`config.mk`:
```
export PLATFORM = sky130hd
export DESIGN_NAME = p2_mem_write
export DESIGN_NICKNAME = d
export VERILOG_FILES = /design/src/rtl/p2_mem_write.sv
export SDC_FILE = /design/constraint.sdc
export NUM_CORES = 1
export LEC_CHECK = 0
export ABC_CLOCK_PERIOD_IN_PS = 4800
export CAP_MARGIN = 20
export CORE_MARGIN = 5
export CORE_UTILIZATION = 45
export CTS_CLUSTER_SIZE = 40
export DETAILED_ROUTE_END_ITERATION = 16
export DONT_BUFFER_PORTS = 1
export SLEW_MARGIN = 30
export SYNTH_ARGS = -nofsm -noshare
export SYNTH_HDL_FRONTEND = slang
export SYNTH_SLANG_ARGS = --single-unit
```
`constraint.sdc`:
```
create_clock -name clk -period 4.8 [get_ports clk]
set_clock_uncertainty 0.05 [all_clocks]
set_input_delay 0.96 -clock clk [delete_from_list [all_inputs] [get_ports clk]]
set_output_delay 0.96 -clock clk [all_outputs]
set_load 0.05 [all_outputs]
```
`src/rtl/p2_mem_write.sv`:
```
// rtl/p2_mem_write.sv - 2x2 signed max-pool engine and write addresser for the P2 memory
//
// Consumes the conv2 pixel stream in raster order (IN_DIM x IN_DIM per channel,
// CHANNELS channels back to back). Each 2x2 window is reduced to its signed
// maximum and written to the 4x4-per-channel P2 memory at addr0 within channel count.
//
// Ports:
//   clk      in   rising-edge clock
//   reset    in   asynchronous, active-high; clears all state
//   enable   in   block enable; while low, beats are ignored and state holds
//   in_valid in   one pixel presented this cycle
//   in_data  in   signed pixel, DATA_W bits
//   addr0    out  word address within the channel, (r/2)*4 + c/2
//   count    out  channel index of the data being written
//   we       out  one-cycle write strobe per pooled word
//   wdata    out  pooled signed maximum
//   done     out  sticky; set with the final word of the last channel
module p2_mem_write #(
  parameter int DATA_W   = 16,
  parameter int IN_DIM   = 8,
  parameter int CHANNELS = 12
) (
  input  logic                     clk,
  input  logic                     reset,
  input  logic                     enable,
  input  logic                     in_valid,
  input  logic signed [DATA_W-1:0] in_data,
  output logic [3:0]               addr0,
  output logic [3:0]               count,
  output logic                     we,
  output logic signed [DATA_W-1:0] wdata,
  output logic                     done
);

  localparam logic [2:0] LAST_POS = 3'(IN_DIM - 1);
  localparam logic [3:0] LAST_CH  = 4'(CHANNELS - 1);

  logic [2:0]               r_q, r_d;
  logic [2:0]               c_q, c_d;
  logic [3:0]               ch_q, ch_d;
  logic signed [DATA_W-1:0] pair_q, pair_d;
  logic signed [DATA_W-1:0] part_q [4];
  logic signed [DATA_W-1:0] part_d [4];
  logic [3:0]               addr0_q, addr0_d;
  logic [3:0]               count_q, count_d;
  logic                     we_q, we_d;
  logic signed [DATA_W-1:0] wdata_q, wdata_d;
  logic                     done_q, done_d;

  logic                     accept;
  logic [1:0]               col_pair;
  logic signed [DATA_W-1:0] pair_max;
  logic signed [DATA_W-1:0] part_max;

  function automatic logic signed [DATA_W-1:0] smax(
    input logic signed [DATA_W-1:0] a,
    input logic signed [DATA_W-1:0] b
  );
    return (a > b) ? a : b;
  endfunction

  assign accept   = enable && in_valid && !done_q;
  assign col_pair = c_q[2:1];
  assign pair_max = smax(pair_q, in_data);
  assign part_max = smax(part_q[col_pair], in_data);

  always_comb begin
    r_d     = r_q;
    c_d     = c_q;
    ch_d    = ch_q;
    pair_d  = pair_q;
    part_d  = part_q;
    addr0_d = addr0_q;
    count_d = count_q;
    wdata_d = wdata_q;
    done_d  = done_q;
    we_d    = 1'b0;

    if (accept) begin
      if (c_q == LAST_POS) begin
        c_d = 3'd0;
        r_d = (r_q == LAST_POS) ? 3'd0 : r_q + 3'd1;
      end else begin
        c_d = c_q + 3'd1;
      end

      // Even rows fold each horizontal pair into the partial buffer; odd rows
      // merge the buffered top half and emit on the bottom-right pixel.
      case ({r_q[0], c_q[0]})
        2'b00: pair_d = in_data;
        2'b01: part_d[col_pair] = pair_max;
        2'b10: pair_d = part_max;
        2'b11: begin
          wdata_d = pair_max;
          addr0_d = {r_q[2:1], col_pair};
          count_d = ch_q;
          we_d    = 1'b1;
          if (r_q == LAST_POS && c_q == LAST_POS) begin
            // Channel index stops at the last channel; done freezes the block.
            if (ch_q == LAST_CH) begin
              done_d = 1'b1;
            end else begin
              ch_d = ch_q + 4'd1;
            end
          end
        end
      endcase
    end
  end

  always_ff @(posedge clk or posedge reset) begin
    if (reset) begin
      r_q     <= '0;
      c_q     <= '0;
      ch_q    <= '0;
      pair_q  <= '0;
      for (int i = 0; i < 4; i++) begin
        part_q[i] <= '0;
      end
      addr0_q <= '0;
      count_q <= '0;
      we_q    <= 1'b0;
      wdata_q <= '0;
      done_q  <= 1'b0;
    end else begin
      r_q     <= r_d;
      c_q     <= c_d;
      ch_q    <= ch_d;
      pair_q  <= pair_d;
      for (int i = 0; i < 4; i++) begin
        part_q[i] <= part_d[i];
      end
      addr0_q <= addr0_d;
      count_q <= count_d;
      we_q    <= we_d;
      wdata_q <= wdata_d;
      done_q  <= done_d;
    end
  end

  assign addr0 = addr0_q;
  assign count = count_q;
  assign we    = we_q;
  assign wdata = wdata_q;
  assign done  = done_q;

endmodule

```
==> results.ini <==
[status]
status = finished, final reports clean

[die]
io_pins = 46
start_util_pct = 46.1
rows = 41
die_x_um = 124
core_um2 = 12700
die_h_um = 124
die-area_um2 = 15400

[route]
wl_per_cell_um = 19.7
wl_met1_um = 6480
first_pass_iters = 4
top_layer = met4
viasPerCell = 5.70
antenna_left = 0
route.met3.wl_um = 843
drc = 0
drt-total-wl_um = 14000
drt_iter0_drc = 280
wl_met2_um = 6490
via_count = 4038

[cts]
post-cts-setup-buffers = 0
clk_path_buf_depth = 2
clkSinkCount = 116
cts_hold_repair.buffers = 0
cts_resized = 0
clockRootBuffer = clkbuf_16
clk_pin_slew_ps = 60
htreeDepth = 4
insertion_delay_ps = 420
cts_tree = yes
cts_buffers = 17

[global_route]
antenna_found_initial = 0
grt_pass1_vias = 4270
grt_use_total_pct = 19.9
grt-ovfl-total = 0
grt_max_degree = 54
grt_first_pass_wirelength_um = 23000

[power_and_ir_drop]
ir_drop_mv = 0.320
p_leak_nw = 3.16
power_density_nw_per_um2 = 353
total_power_mw = 2.36

[setup_path]
arrival_ps = 4230
cp.required_ps = 5100
path_cells = mux4_2 > ha_1 > nand4_1 > a2111oi_0 > a211oi_1 > nand2_1 > o22a_1 > o221a_2
crit_path_max_incr_delay_ps = 860
crit_slowest_cell = dfrtp_1
cp-end-kind = register
startpoint_type = register
critPathMaxFanout = 16
path_class = register to register

[place]
numPortBuffers = 0
placed_cells = 677
hpwlAfterDp_um = 9860
post-place-ws_ps = 911
gp_congestion = 0.840

[synthesis]
netlist_instances = 521
synth_warnings = 0
synth.net_count = 578
ys_ff_latch = 116
synth_fa_ha_area_share_pct = 7.89
synthMuxAreaShare_pct = 13.3
yosysSeqAreaShare_pct = 49.5
yosys-top-cells-count = dfrtp_1 (116), a21oi_1 (60), nor2_1 (51), nand2_1 (49), ha_1 (37)
synth_xor_area_share_pct = 0.299
synth_cell_types = 38
syn-cell-area_um2 = 5870
synthSimpleGateAreaFrac_pct = 9.15
synth_top_area_share_pct = 49.5
synth_edf_count = 0
synth_largest_area_cell = dfrtp_1
synth_compound_area_share_pct = 16.2
synthTopCellsByArea = dfrtp_1 (49%), ha_1 (7.9%), mux4_2 (6.1%)
synthArstFlopShare_pct = 100
yosysMostFrequentCell = dfrtp_1
synthFlopType = dfrtp_1
syn_avg_cell_area_um2 = 11.3
synth_top_family_by_area = compound AO/OA/AOI/OAI gates

[sta]
worst_pin_slew_ps = 882
slew_violations = 0
rsz0062_at_grt = no
relSlewSlack_pct = 41.1
post-route-period-util_pct = 81.9
hold_slack_ps = 342
fin_setup_tns_ps = 0
fmax_ghz = 0.254
hold_viol = 0
fin_ws_ps = 867
period_minus_slack_ps = 3930
setup_viol = 0

[layout]
multi_input_area_um2 = 2770
fillers = 1144
antenna_cells = 0
final_nets = 581
syn2layout_area_growth_pct = 13.9
area.sequential_um2 = 2900
stdcell_count = 709
drive_above_1_share_pct = 18.8

[run]
maxCapViolCount = 0

[min_path]
hp-class = input pin to asynchronous set/reset pin

report_power, final:
part           switching, mW  internal (mW)  total (mW)
Clock                  0.480          0.822        1.30
Combinational         0.0538         0.0245      0.0783
Sequential                 0          0.978       0.978
Total                  0.534           1.82        2.36
final timing paths:
check	start	end	slack [ps]	cells after the start
min	reset	part_q[11]$_DFFE_PP0P_	340	1
min reg2reg	part_q[8]$_DFFE_PP0P_	part_q[8]$_DFFE_PP0P_	430	2
min in group clk	part_q[8]$_DFFE_PP0P_	part_q[8]$_DFFE_PP0P_	430	2
max reg2reg	c_q[1]$_DFFE_PP0P_	pair_q[0]$_DFFE_PP0P_	870	8
max	c_q[1]$_DFFE_PP0P_	pair_q[0]$_DFFE_PP0P_	870	8
max in group asynchronous	reset	part_q[52]$_DFFE_PP0P_	3280	2
critical path, delay by kind of cell, from the launching register on:
| family | cells | cell delay [ps] |
|---|---|---|
| multiplexers | 1 | 650 |
| AND/OR/NAND/NOR | 2 | 300 |
| AO/OA/AOI/OAI | 4 | 1620 |
| adder cells (fa/ha/maj) | 1 | 380 |
| flip-flops | 1 | 860 |
cell usage in the layout, fill, tap and decap left out, types with 17 or more instances in the layout:
cell       instances
nor2_1            51
ha_1              37
clkbuf_16         17
dfrtp_1          116
inv_1             20
nand2_1           49
o21ai_0           33
o22a_1            17
a21oi_1           60
sequential cells by signal, summed over array words and instances, names as in the netlist:
name    cells
part_q     64
pair_q     16
we          1
c_q         3
ch_q        4
done        1
addr0       4
count       4
wdata      16
r_q         3
through the flow:
| step | util (%) | cell area, um2 |
|---|---|---|
| after global routing | 52.5 | 6680 |
| after detailed placement | 47.7 | 6070 |
| after floorplan | - | 5870 |
| after CTS | 52.5 | 6680 |
| final | 52.5 | 6680 |
| after global placement | 47.5 | 6040 |
metal layers:
metal  global-route usage, %  up-vias
met5                       0        -
met4                    6.09        0
met3                    7.04       11
met2                    29.8       90
met1                    27.2     2019
li1                        -     1918
kinds of logic (layout without fill, tap and decap cells):
kind of cell / count (synthesis) / after routing
buf+inv: 50 / 66
flops: 116 / 116
fa+ha+maj: 37 / 37
mux: 44 / 44
compound gates: 145 / 145
xor+xnor: 2 / 2
simple gates: 127 / 127
cell type report:
class | instances | share of cell area (%)
sequential | 116 | 43.5
multi-input combinational | 355 | 41.4
clock buffer | 18 | 6.43
tap | 172 | 3.22
clock inverter | 14 | 2.68
timing repair buffer | 13 | 1.57
inverter | 21 | 1.22
Note: power is estimated with default switching activity, not from simulation.
